$ cat src/rtl/bsr_pkg.sv
// Shared definitions for the barrel shifter/rotator pipeline:
// operation mode encoding and the pipeline latency helper.
package bsr_pkg;

  localparam int unsigned BSR_MODE_W = 3;

  typedef enum logic [BSR_MODE_W-1:0] {
    BSR_SLL = 3'd0,
    BSR_SRL = 3'd1,
    BSR_SRA = 3'd2,
    BSR_ROL = 3'd3,
    BSR_ROR = 3'd4
  } bsr_mode_e;

  // Number of register slices: one per PIPE_STEP mux stages, rounded up.
  function automatic int unsigned bsr_lat(input int unsigned width,
                                          input int unsigned pipe_step);
    int unsigned nstg;
    nstg = int'($clog2(width));
    return (nstg + pipe_step - 1) / pipe_step;
  endfunction

endpackage

$ cat src/rtl/bsr_stage.sv
// One combinational mux stage of the barrel shifter: moves the word by
// SHIFT positions when en is set. Carry ports exist only with BSR_CARRY_EN.
module bsr_stage
  import bsr_pkg::*;
#(
  parameter int unsigned WIDTH = 16,
  parameter int unsigned SHIFT = 1
) (
  input  logic [WIDTH-1:0]      src,
  input  logic [BSR_MODE_W-1:0] mode,
  input  logic                  en,
`ifdef BSR_CARRY_EN
  input  logic                  cin,
  output logic                  cout,
`endif
  output logic [WIDTH-1:0]      res
);

  // Shift/rotate by SHIFT for the selected mode; reserved modes pass through.
  always_comb begin
    res = src;
    if (en) begin
      case (mode)
        BSR_SLL: res = src << SHIFT;
        BSR_SRL: res = src >> SHIFT;
        BSR_SRA: res = WIDTH'($signed(src) >>> SHIFT);
        BSR_ROL: res = {src[WIDTH-1-SHIFT:0], src[WIDTH-1:WIDTH-SHIFT]};
        BSR_ROR: res = {src[SHIFT-1:0], src[WIDTH-1:SHIFT]};
        default: res = src;
      endcase
    end
  end

`ifdef BSR_CARRY_EN
  // Last bit leaving the word; an idle stage forwards the earlier carry.
  always_comb begin
    cout = cin;
    if (en) begin
      case (mode)
        BSR_SLL, BSR_ROL:          cout = src[WIDTH-SHIFT];
        BSR_SRL, BSR_SRA, BSR_ROR: cout = src[SHIFT-1];
        default:                   cout = 1'b0;
      endcase
    end
  end
`endif

endmodule

$ cat src/rtl/barrel_shift_rotate_pipe.sv
// Pipelined barrel shifter/rotator (SLL/SRL/SRA/ROL/ROR) with valid/ready on
// both sides. log2(WIDTH) mux stages, a register slice every PIPE_STEP stages
// and after the last one. Optional carry output: define BSR_CARRY_EN.
module barrel_shift_rotate_pipe
  import bsr_pkg::*;
#(
  parameter int unsigned WIDTH     = 16,
  parameter int unsigned PIPE_STEP = 2
) (
  input  logic                     clk,
  input  logic                     rst,
  input  logic                     in_valid,
  output logic                     in_ready,
  input  logic [WIDTH-1:0]         in_data,
  input  logic [$clog2(WIDTH)-1:0] in_amt,
  input  logic [BSR_MODE_W-1:0]    in_mode,
  output logic                     out_valid,
  input  logic                     out_ready,
  output logic [WIDTH-1:0]         out_data
`ifdef BSR_CARRY_EN
  ,
  output logic                     out_carry
`endif
);

  localparam int unsigned NSTG = $clog2(WIDTH);
  localparam int unsigned LAT  = bsr_lat(WIDTH, PIPE_STEP);

  // Mux stages; the first stage of each group reads the previous slice.
  for (genvar s = 0; s < NSTG; s++) begin : g_stage
    localparam int unsigned GRP = s / PIPE_STEP;
    logic [WIDTH-1:0]      src;
    logic [WIDTH-1:0]      res;
    logic [BSR_MODE_W-1:0] mode;
    logic                  en;
`ifdef BSR_CARRY_EN
    logic                  cin;
    logic                  cout;
`endif

    if (GRP == 0) begin : g_ctl_in
      assign en   = in_amt[s];
      assign mode = in_mode;
    end else begin : g_ctl_sl
      assign en   = g_slice[GRP-1].g_ctl.amt[s - GRP*PIPE_STEP];
      assign mode = g_slice[GRP-1].g_ctl.mode;
    end

    if (s % PIPE_STEP != 0) begin : g_chain
      assign src = g_stage[s-1].res;
`ifdef BSR_CARRY_EN
      assign cin = g_stage[s-1].cout;
`endif
    end else if (GRP == 0) begin : g_head_in
      assign src = in_data;
`ifdef BSR_CARRY_EN
      assign cin = 1'b0;
`endif
    end else begin : g_head_sl
      assign src = g_slice[GRP-1].data;
`ifdef BSR_CARRY_EN
      assign cin = g_slice[GRP-1].carry;
`endif
    end

    bsr_stage #(
      .WIDTH (WIDTH),
      .SHIFT (1 << s)
    ) u_stage (
      .src  (src),
      .mode (mode),
      .en   (en),
`ifdef BSR_CARRY_EN
      .cin  (cin),
      .cout (cout),
`endif
      .res  (res)
    );
  end

  // Register slices with the advance chain running back from out_ready.
  for (genvar g = 0; g < LAT; g++) begin : g_slice
    localparam int unsigned LAST =
      (((g + 1) * PIPE_STEP < NSTG) ? (g + 1) * PIPE_STEP : NSTG) - 1;
    logic             adv;
    logic             vin;
    logic             v;
    logic [WIDTH-1:0] data;
`ifdef BSR_CARRY_EN
    logic             carry;
`endif

    if (g == LAT - 1) begin : g_adv_last
      assign adv = !v || out_ready;
    end else begin : g_adv_mid
      assign adv = !v || g_slice[g+1].adv;
    end

    if (g == 0) begin : g_vin_in
      assign vin = in_valid;
    end else begin : g_vin_sl
      assign vin = g_slice[g-1].v;
    end

    // Slice valid/data: load on advance, hold while stalled.
    always_ff @(posedge clk or posedge rst) begin
      if (rst) begin
        v    <= 1'b0;
        data <= '0;
`ifdef BSR_CARRY_EN
        carry <= 1'b0;
`endif
      end else if (adv) begin
        v <= vin;
        if (vin) begin
          data <= g_stage[LAST].res;
`ifdef BSR_CARRY_EN
          carry <= g_stage[LAST].cout;
`endif
        end
      end
    end

    // Only amount bits still to be applied travel on; the last slice needs none.
    if (g < LAT - 1) begin : g_ctl
      localparam int unsigned REM = NSTG - (g + 1) * PIPE_STEP;
      logic [REM-1:0]        amt;
      logic [REM-1:0]        amt_in;
      logic [BSR_MODE_W-1:0] mode;
      logic [BSR_MODE_W-1:0] mode_in;

      if (g == 0) begin : g_src_in
        assign amt_in  = in_amt[NSTG-1:PIPE_STEP];
        assign mode_in = in_mode;
      end else begin : g_src_sl
        assign amt_in  = g_slice[g-1].g_ctl.amt[REM+PIPE_STEP-1:PIPE_STEP];
        assign mode_in = g_slice[g-1].g_ctl.mode;
      end

      // Remaining amount and mode fields, frozen while the slice is stalled.
      always_ff @(posedge clk or posedge rst) begin
        if (rst) begin
          amt  <= '0;
          mode <= '0;
        end else if (adv && vin) begin
          amt  <= amt_in;
          mode <= mode_in;
        end
      end
    end
  end

  assign in_ready  = g_slice[0].adv;
  assign out_valid = g_slice[LAT-1].v;
  assign out_data  = g_slice[LAT-1].data;
`ifdef BSR_CARRY_EN
  assign out_carry = g_slice[LAT-1].carry;
`endif

endmodule
$ cat config.mk
export PLATFORM = sky130hd
export DESIGN_NAME = barrel_shift_rotate_pipe
export DESIGN_NICKNAME = d
export VERILOG_FILES = /design/src/rtl/bsr_pkg.sv /design/src/rtl/bsr_stage.sv /design/src/rtl/barrel_shift_rotate_pipe.sv
export SDC_FILE = /design/constraint.sdc
export NUM_CORES = 1
export LEC_CHECK = 0
export CORE_MARGIN = 10
export CORE_UTILIZATION = 51
export CTS_BUF_LIST = sky130_fd_sc_hd__clkbuf_4 sky130_fd_sc_hd__clkbuf_8 sky130_fd_sc_hd__clkbuf_16
export DETAILED_ROUTE_END_ITERATION = 8
export GPL_ROUTABILITY_DRIVEN = 0
export PLACE_DENSITY_LB_ADDON = 0.2
export SLEW_MARGIN = 20
export SYNTH_ARGS = -nofsm -noshare
export SYNTH_HDL_FRONTEND = slang
export SYNTH_SLANG_ARGS = --single-unit
export TNS_END_PERCENT = 30
$ cat constraint.sdc
create_clock -name clk -period 1.8 [get_ports clk]
set_input_delay 0.36 -clock clk [delete_from_list [all_inputs] [get_ports clk]]
set_output_delay 0.36 -clock clk [all_outputs]
set_load 0.1 [all_outputs]
---- Word-level counts from Yosys, hierarchy flattened ----
Cells that the tools add are included.
Widths: inputs -> output; s select.
word-level totals
  input bits .............................. 27
  output and inout bits ................... 18
  bits in registers ....................... 39
operators by class
  reduce and logical (&&, ||, !) cells .... 10
  multiplexer cells ....................... 8
  eq/ne operators ......................... 8
operators by type and width
  cell                count
  $pmux 16 s5         3
  $mux 16             4
  $pmux 16 s4         1
  $eq 3x2->1 const B  4
  $eq 3x1->1 const B  2
  $eq 3x3->1 const B  2
  $logic_not 3->1     2
  $reduce_and 2->1    2
  $logic_not 1->1     2
  $logic_or 1x1->1    2
  $reduce_or 2->1     1
  $logic_and 1x1->1   1

---- Longest topological paths before layout ----
Gate-level depths: netlist of run 1.
  depth in word-level cells ............... 5
  gate-level depth with buffers ........... 8

---- By module ----
From an unflattened synthesis of run 1, not the netlist that was laid out.
second synthesis, totals
  cells, all modules ...................... 393
  area total of the unflattened synthesis .. 3833.7 µm²
modules (own cells, without submodules)
  module                           area each (µm²)  cells an instance  times used
  barrel_shift_rotate_pipe         1624.1           86                 1
  bsr_stage at g_stage[2].u_stage  634.4            85                 1
  bsr_stage at g_stage[1].u_stage  616.8            85                 1
  bsr_stage at g_stage[0].u_stage  585.6            90                 1
  bsr_stage at g_stage[3].u_stage  372.9            47                 1

---- Worst setup path before layout of run 1 ----
Ideal clock, no wire load.
  path type ............................... register -> register
  start point ............................. register g_slice[1].v (netlist: out_valid)
  end point ............................... register g_slice[0].data[6]
  required time ........................... 1.674 ns
  arrival ................................. 2.968 ns
  setup time .............................. 0.126 ns
  clock period less this slack ............ 3.094 ns
  setup slack ............................. -1.294 ns
  cell stages (with the launch flop) ...... 7
  cells stage by stage .................... dfrtp_1 > nand3b_1 > and2_1 > nand2_1 > buf_2 > a2111oi_0 > a221o_1
between the ends
  cells in the longest elaborated chain, start to end .. 4
RTL lines
  item                               line                             source
  from (decl)                        barrel_shift_rotate_pipe.sv:87   logic v;
  from (signal assigned)             barrel_shift_rotate_pipe.sv:114  v <= vin;
  $logic_not 1->1                    barrel_shift_rotate_pipe.sv:94   assign adv = !v || out_ready;
  $logic_or 1x1->1                   barrel_shift_rotate_pipe.sv:94
  $logic_or 1x1->1                   barrel_shift_rotate_pipe.sv:96   assign adv = !v || g_slice[g+1].adv;
  named net in_ready                 barrel_shift_rotate_pipe.sv:13   output logic in_ready,
  $reduce_and 2->1 (no source line)  n/a
  to (signal assigned)               barrel_shift_rotate_pipe.sv:116  data <= g_stage[LAST].res;
  to (decl)                          barrel_shift_rotate_pipe.sv:88   logic [WIDTH-1:0] data;
The timed path passes the listed nets, and every way through them passes these cells.
A chain may end at the register's enable or synchronous reset.

---- Worst setup path in the final report of run 1 ----
  start point ............................. register g_slice[0].g_ctl.mode[1]
  end point ............................... register g_slice[1].data[7] (netlist: out_data[7])
between the ends
  cells in the longest elaborated chain, start to end .. 5
  elaborated cells on any way between the ends .. 10
  those cells by class .................... 4 x eq/ne; 4 x mux; 2 x reduce/logical
RTL lines
  item                                      line                             source
  from (decl)                               barrel_shift_rotate_pipe.sv:129  logic [BSR_MODE_W-1:0] mode;
  from (signal assigned)                    barrel_shift_rotate_pipe.sv:147  mode <= mode_in;
  $eq 3x3->1, or another cell as far along  bsr_stage.sv:23                  case (mode)
  $pmux 16 s5                               bsr_stage.sv:23
  $mux 16                                   bsr_stage.sv:22                  if (en) begin
  $pmux 16 s4                               bsr_stage.sv:23
  $mux 16 (*)                               bsr_stage.sv:22
  to (signal assigned)                      barrel_shift_rotate_pipe.sv:116
  to (decl)                                 barrel_shift_rotate_pipe.sv:88
Mark *: on every way between the ends. The rest lies on a longest branch, timed or not.

==> metrics.cfg, run 1 <==
[logic_synthesis]
syn-num-nets = 464
yosys_most_used_dff = dfrtp_1
syn_inst = 437
synthAdderAreaFrac_pct = 0
synth_top_area_share_pct = 28.0
syn_avg_cell_area_um2 = 7.98
synthArstFlopShare_pct = 100
seq_area_frac_synth_pct = 28.0
synth.cell_area_um2 = 3490
synth_top_family_by_area = compound AO/OA/AOI/OAI gates
yosys.area_share.simple_pct = 21.8
yosys-top-cells-area = dfrtp_1 28%, a21oi_1 6.0%, nand2_1 5.6%
ys_ff_latch = 39
synth_common_cells = 52 x nand2_1, 42 x a21oi_1, 42 x nor2_1, 39 x dfrtp_1, 35 x o21ai_0
ys_types = 64
yosys.area.top_type = dfrtp_1
synth_most_common_cell = nand2_1
synth_edf_count = 0
synth_compound_area_share_pct = 33.8
synthMuxAreaShare_pct = 7.39
synth_xor_area_share_pct = 2.51
synth_warnings = 0

[drt]
via_per_inst = 6.53
firstDrtPassIters = 6
antenna_left = 0
vias = 4132
wl_mm = 12.4
drt_iter0_drc = 352
drc = 0
drt-wirelength-per-cell_um = 19.6

[global_routing]
antenna_found_initial = 0
grt.total_usage_pct = 23.2
overflow = 0
grt_pass1_wl_mm = 19.6
grt_pass1_vias = 4040
grt_max_degree = 24

[clock_tree]
clkSlewWorstSetupHoldPaths_ns = 0.08
cts_tree = yes
cts_buffer_depth = 2
hold_buffers = 0
cts-root-buf = clkbuf_8
htreeDepth = 2
clock_latency_ns = 0.30
numClockSinks = 39
numCtsBuffers = 5

[power_and_ir_drop]
max-vdd-ir-drop_uv = 462
p_leak_nw = 2.16
p_per_area_nw_per_um2 = 1100

[placed_design]
dp_hpwl_mm = 9.37
pre_cts_ws_ns = -0.639
io_buffers = 44

[finish]
area_growth_pct = 46.5
seq_area_um2 = 983
multi_input_area_um2 = 2450
final_layout_size_suffix_gt1_share_pct = 32.4
antenna_cells = 0
final_nets = 579
fillers = 478

[floorplan]
die-area_um2 = 10500
io_pins = 45
initial_core_util_pct = 51.9
core.rowCount = 30
die_h_um = 103
core_area_um2 = 6720
die_w_um = 103

[setup_path]
cp_max_fo = 7
start_kind = flop
criticalPathCategory = reg2reg
worstPathArrival_ns = 2.05
end_kind = flop
crit_required_ns = 2.03

[timing]
finalSetupViolCount = 1
min_period_over_period_pct = 101
rsz0062_at_grt = yes
worst_slew_pin_slew_ns = 0.609
holdWs_ns = 0.394
max_freq_mhz = 548
final_max_slew_viol_count = 0
skew_ns = 0.0105
relSlewSlack_pct = 59.0
layout_setup_ws_ns = -0.0251
post-route-min-period_ns = 1.83
finalHoldViolCount = 0

[outcome]
violations = negative setup slack
status = finished with violations

[job]
cap_violations = 0

[hold_path]
holdCritPathClass = in2async

==> layer usage <==
metal	GRT usage [%]	wire (um)
met4	12.3	524
met1	26.3	4720
met5	0	0
met3	3.49	930
met2	41.1	6260
==> registers in the layout, summed over array words and instances (netlist names) <==
name / flops
g_slice.data: 16
g_slice.g_ctl.amt: 2
g_slice.g_ctl.mode: 3
g_slice.v: 1
out_data: 16
out_valid: 1
==> worst paths after layout <==
| path | start | to | slack (ns) | cells after the start |
|---|---|---|---|---|
| setup / recovery | g_slice[0].g_ctl.mode[1] | out_data[7] | -0.03 | 7 |
| hold / removal | rst | out_data[7] | 0.39 | 3 |
| setup reg to reg | g_slice[0].g_ctl.mode[1] | out_data[7] | -0.03 | 7 |
| hold reg to reg | out_data[1] | out_data[1] | 0.53 | 2 |
| max in group asynchronous | rst | g_slice[0].g_ctl.mode[1] | 1.12 | 3 |
| min in group clk | out_data[1] | out_data[1] | 0.53 | 2 |
==> worst max-delay path, cell delays in order (launching register included) <==
cell and delay, ns:
dfrtp_2 0.50, buf_6 0.17, nor2_4 0.17, buf_4 0.15, a21oi_1 0.07, or3_1 0.31
a221o_1 0.29, o211ai_1 0.08
==> stage by stage <==
stage               instance area [um^2]  setup TNS [ns]  util [%]  cells  power, mW
finish                              5110         -0.0251      76.0    633       5.61
global route                        5110          -0.317      76.0    633       5.82
CTS                                 4960          -0.128      73.9    627       5.45
detailed placement                  4720           -9.44      70.3    617       4.53
global placement                    4720           -8.25      70.3    617       4.46
floorplan                           3500          -14.10         -    437       3.26
==> final cells by class <==
cell class,instances,area share [%]
clock buffers,5,1.35
clock inverters,3,1.32
inverters,10,0.735
multi-input cells,355,47.9
flip-flops and latches,39,19.3
well taps,80,1.96
repair buffers,141,27.5
==> timing repair <==
item / in CTS / in global routing
setup endpoints to repair: 30 / 28
gates cloned: 1 / 1
setup buffers: 1 / 5
pin swaps: 11 / 8
resized for setup: 33 / 23
==> power breakdown <==
part / switching, mW / internal (mW) / total (mW)
combinational: 2.00 / 1.32 / 3.31
sequential: 0.321 / 1.10 / 1.42
clock: 0.332 / 0.553 / 0.885
total: 2.65 / 2.97 / 5.61
==> cell usage in the layout, fill, tap and decap left out, types with 3 or more instances in the layout <==
cell / count
a211oi_2: 4
a21oi_1: 39
a21oi_2: 3
a221o_1: 15
a221oi_1: 6
a221oi_2: 5
a22oi_1: 8
and2_1: 4
buf_12: 20
buf_4: 84
buf_6: 9
clkbuf_8: 5
clkdlybuf4s50_1: 22
dfrtp_1: 35
dfrtp_2: 3
dlygate4sd2_1: 3
inv_1: 10
mux2_2: 5
mux2i_1: 19
nand2_1: 51
nand2b_1: 7
nand3_1: 6
nor2_1: 42
nor2b_1: 7
nor3_1: 5
nor3_2: 3
nor4b_1: 3
o211ai_1: 3
o21ai_0: 30
o21ai_1: 6
o21ai_2: 3
o22ai_1: 21
or3_1: 3
==> kinds of logic after synthesis <==
family	after synthesis
xor+xnor	4
flops	39
mux	25
buf+inv	44
simple gates	153
compound gates	172
(Power assumes the default switching activity.)
==> run 2, diff against run 1 <==
ABC_AREA = 1   (was not set)
CORE_UTILIZATION = 50   (was 51)
==> metrics.cfg, run 2 <==
[logic_synthesis]
synth_warnings = 0  ; unchanged
synth_most_common_cell = nand2_1  ; unchanged
synth_edf_count = 0  ; unchanged
synthArstFlopShare_pct = 100  ; unchanged
syn_inst = 487  ; was 437
yosys_most_used_dff = dfrtp_1  ; unchanged
synthMuxAreaShare_pct = 0  ; was 7.39%
synth_top_area_share_pct = 32.7  ; was 28.0%
syn_avg_cell_area_um2 = 6.12  ; was 7.98 um^2
synth_xor_area_share_pct = 0  ; was 2.51%
ys_ff_latch = 39  ; unchanged
syn-num-nets = 514  ; was 464
ys_types = 20  ; was 64
seq_area_frac_synth_pct = 32.7  ; was 28.0%
synthAdderAreaFrac_pct = 0  ; unchanged
synth_top_family_by_area = simple AND/OR/NAND/NOR gates  ; was compound AO/OA/AOI/OAI gates
synth_compound_area_share_pct = 11.2  ; was 33.8%
yosys.area.top_type = dfrtp_1  ; unchanged
yosys-top-cells-area = dfrtp_1 33%, nand2_1 28%, nand3_1 14%  ; was dfrtp_1 28%, a21oi_1 6.0%, nand2_1 5.6%
synth.cell_area_um2 = 2980  ; was 3490 um^2
synth_common_cells = 222 x nand2_1, 84 x nand3_1, 41 x a21oi_1, 39 x dfrtp_1, 18 x inv_1  ; was 52 x nand2_1, 42 x a21oi_1, 42 x nor2_1, 39 x dfrtp_1, 35 x o21ai_0
yosys.area_share.simple_pct = 49.5  ; was 21.8%

[floorplan]
io_pins = 45  ; unchanged
core_area_um2 = 5850  ; was 6720 um^2
die_w_um = 97.2  ; was 103 um
core.rowCount = 28  ; was 30
die-area_um2 = 9450  ; was 10,500 um^2
die_h_um = 97.2  ; was 103 um
initial_core_util_pct = 50.9  ; was 51.9%

[clock_tree]
cts_buffer_depth = 2  ; unchanged
clock_latency_ns = 0.30  ; about the same
numClockSinks = 39  ; unchanged
numCtsBuffers = 5  ; unchanged
cts_tree = yes  ; unchanged
hold_buffers = 0  ; unchanged
cts-root-buf = clkbuf_8  ; unchanged
post_cts_buffers = 0  ; was 1
clkSlewWorstSetupHoldPaths_ns = 0.08  ; about the same
htreeDepth = 2  ; unchanged

[setup_path]
worstPathArrival_ns = 1.93  ; was 2.05 ns
criticalPathCategory = in2reg  ; was reg2reg
cp_max_fo = 17  ; was 7
start_kind = input pin  ; was flop
crit_required_ns = 1.99  ; was 2.03 ns
end_kind = flop  ; unchanged

[drt]
drc = 0  ; unchanged
via_per_inst = 5.48  ; was 6.53
drt-wirelength-per-cell_um = 12.8  ; was 19.6 um
antenna_left = 0  ; unchanged
wl_mm = 7.91  ; was 12.4 mm
firstDrtPassIters = 5  ; was 6
vias = 3378  ; was 4,132
drt_iter0_drc = 160  ; was 352

[timing]
post-route-min-period_ns = 1.74  ; was 1.83 ns
holdWs_ns = 0.416  ; was 0.394 ns
skew_ns = 0.00905  ; was 0.0105 ns
layout_setup_ws_ns = 0.0615  ; was -0.0251 ns
worst_slew_pin_slew_ns = 0.449  ; was 0.609 ns
relSlewSlack_pct = 70.0  ; was 59.0%
min_period_over_period_pct = 96.6  ; was 101%
fin_tns_setup_ns = 0  ; was -0.0251 ns
final_max_slew_viol_count = 0  ; unchanged
finalHoldViolCount = 0  ; unchanged
finalSetupViolCount = 0  ; was 1
max_freq_mhz = 575  ; was 548 MHz

[placed_design]
numPlacedInstances = 608  ; was 617
post_dp_cell_area_um2 = 3840  ; was 4720 um^2
io_buffers = 44  ; unchanged
dp_hpwl_mm = 6.04  ; was 9.37 mm
pre_cts_ws_ns = -0.243  ; was -0.639 ns

[power_and_ir_drop]
power_mw = 5.26  ; was 5.61 mW
p_leak_nw = 2.01  ; was 2.16 nW
max-vdd-ir-drop_uv = 1180  ; was 462 uV
p_per_area_nw_per_um2 = 1330  ; was 1100 nW/um^2

[outcome]
status = finished, final reports clean  ; was finished with violations

[hold_path]
holdCritPathClass = in2async  ; unchanged

[finish]
fin_util_pct = 67.7  ; was 76.0%
final_cell_mix = 221 x nand2_1, 82 x nand3_1, 41 x a21oi_1, 38 x dfrtp_1  ; was 84 x buf_4, 51 x nand2_1, 42 x nor2_1, 39 x a21oi_1, 35 x dfrtp_1
final_layout_size_suffix_gt1_share_pct = 13.9  ; was 32.4%
final_cells = 616  ; was 633
antenna_cells = 0  ; unchanged
area_growth_pct = 32.9  ; was 46.5%
final_nets = 567  ; was 579
fin_area_um2 = 3960  ; was 5110 um^2
final_common_cell = nand2_1  ; was buf_4
fillers = 510  ; was 478

[global_routing]
grt_pass1_vias = 3146  ; was 4,040
overflow = 0  ; unchanged
grt_pass1_wl_mm = 13.6  ; was 19.6 mm
grt_max_degree = 42  ; was 24
antenna_found_initial = 0  ; unchanged
grt.total_usage_pct = 16.2  ; was 23.2%

[job]
cap_violations = 0  ; unchanged

-- run 2: cell types whose count changed in the layout (fill, tap and decap cells not counted), moves of 9 or more --
cell	change
a221o_1	-15
nor2_1	-33
o22ai_1	-21
or2_1	+10
buf_6	-9
nand3_1	+76
buf_4	-66
nand2_1	+170
mux2i_1	-19
o21ai_0	-19
or2_2	+12
-- run 2: final cells by class --
type / instances / area, um^2 / share of cell area (%)
clock buffer: 8 / 104 / 2.62
sequential: 39 / 980 / 24.7
inverter: 20 / 75.1 / 1.90
tap: 75 / 93.8 / 2.37
multi-input combinational: 406 / 1830 / 46.1
timing repair buffer: 68 / 881 / 22.2
-- run 2: final timing paths --
kind / cells past startpoint / startpoint / to / slack (ns)
max: 10 / in_mode[2] / g_slice[0].data[6] / 0.06
min: 3 / rst / out_data[15] / 0.42
max reg2reg: 10 / g_slice[0].g_ctl.mode[0] / out_data[10] / 0.15
min reg2reg: 2 / g_slice[0].g_ctl.amt[1] / g_slice[0].g_ctl.amt[1] / 0.50
max in group asynchronous: 3 / rst / out_valid / 1.19
min in group clk: 2 / g_slice[0].g_ctl.amt[1] / g_slice[0].g_ctl.amt[1] / 0.50
-- run 2: logic make-up after synthesis --
kind of cell           count (synthesis)
buffers and inverters                 42
AO/OA/AOI/OAI                         62
AND/OR/NAND/NOR                      344
flip-flops                            39
-- run 2: routing by layer --
metal / global-route usage (%) / wire length (um) / vias up
met5: 0 / 0 / -
met4: 7.15 / 187 / 0
met3: 3.06 / 498 / 22
met2: 28.1 / 3780 / 146
met1: 18.9 / 3450 / 1516
li1: - / - / 1694
-- run 2: report_power, final --
| group | total [mW] | switching [mW] | internal [mW] |
|---|---|---|---|
| Sequential | 1.42 | 0.287 | 1.13 |
| Combinational | 3.18 | 2.06 | 1.12 |
| Clock | 0.663 | 0.298 | 0.365 |
-- run 2: repair_timing --
item	in CTS	in global routing
gates resized for setup	0	4
hold endpoints to repair	0	0
endpoints found under the setup margin	0	26
-- run 2: critical path, cell delays in order --
cell and delay [ns]:
clkdlybuf4s50_1 0.49, inv_1 0.11, nor2_1 0.14, nor2_2 0.06, buf_12 0.13, or2_2 0.29, nand3_1 0.10, nand3_1 0.08
nand2_1 0.10, nand2_1 0.06
==> run 3, diff against run 2 <==
ABC_AREA = not set   (was 1)
CORE_UTILIZATION = 51   (was 50)
==> results of run 3 <==
Final layout, timing and power as in run 1 (identical DEF).
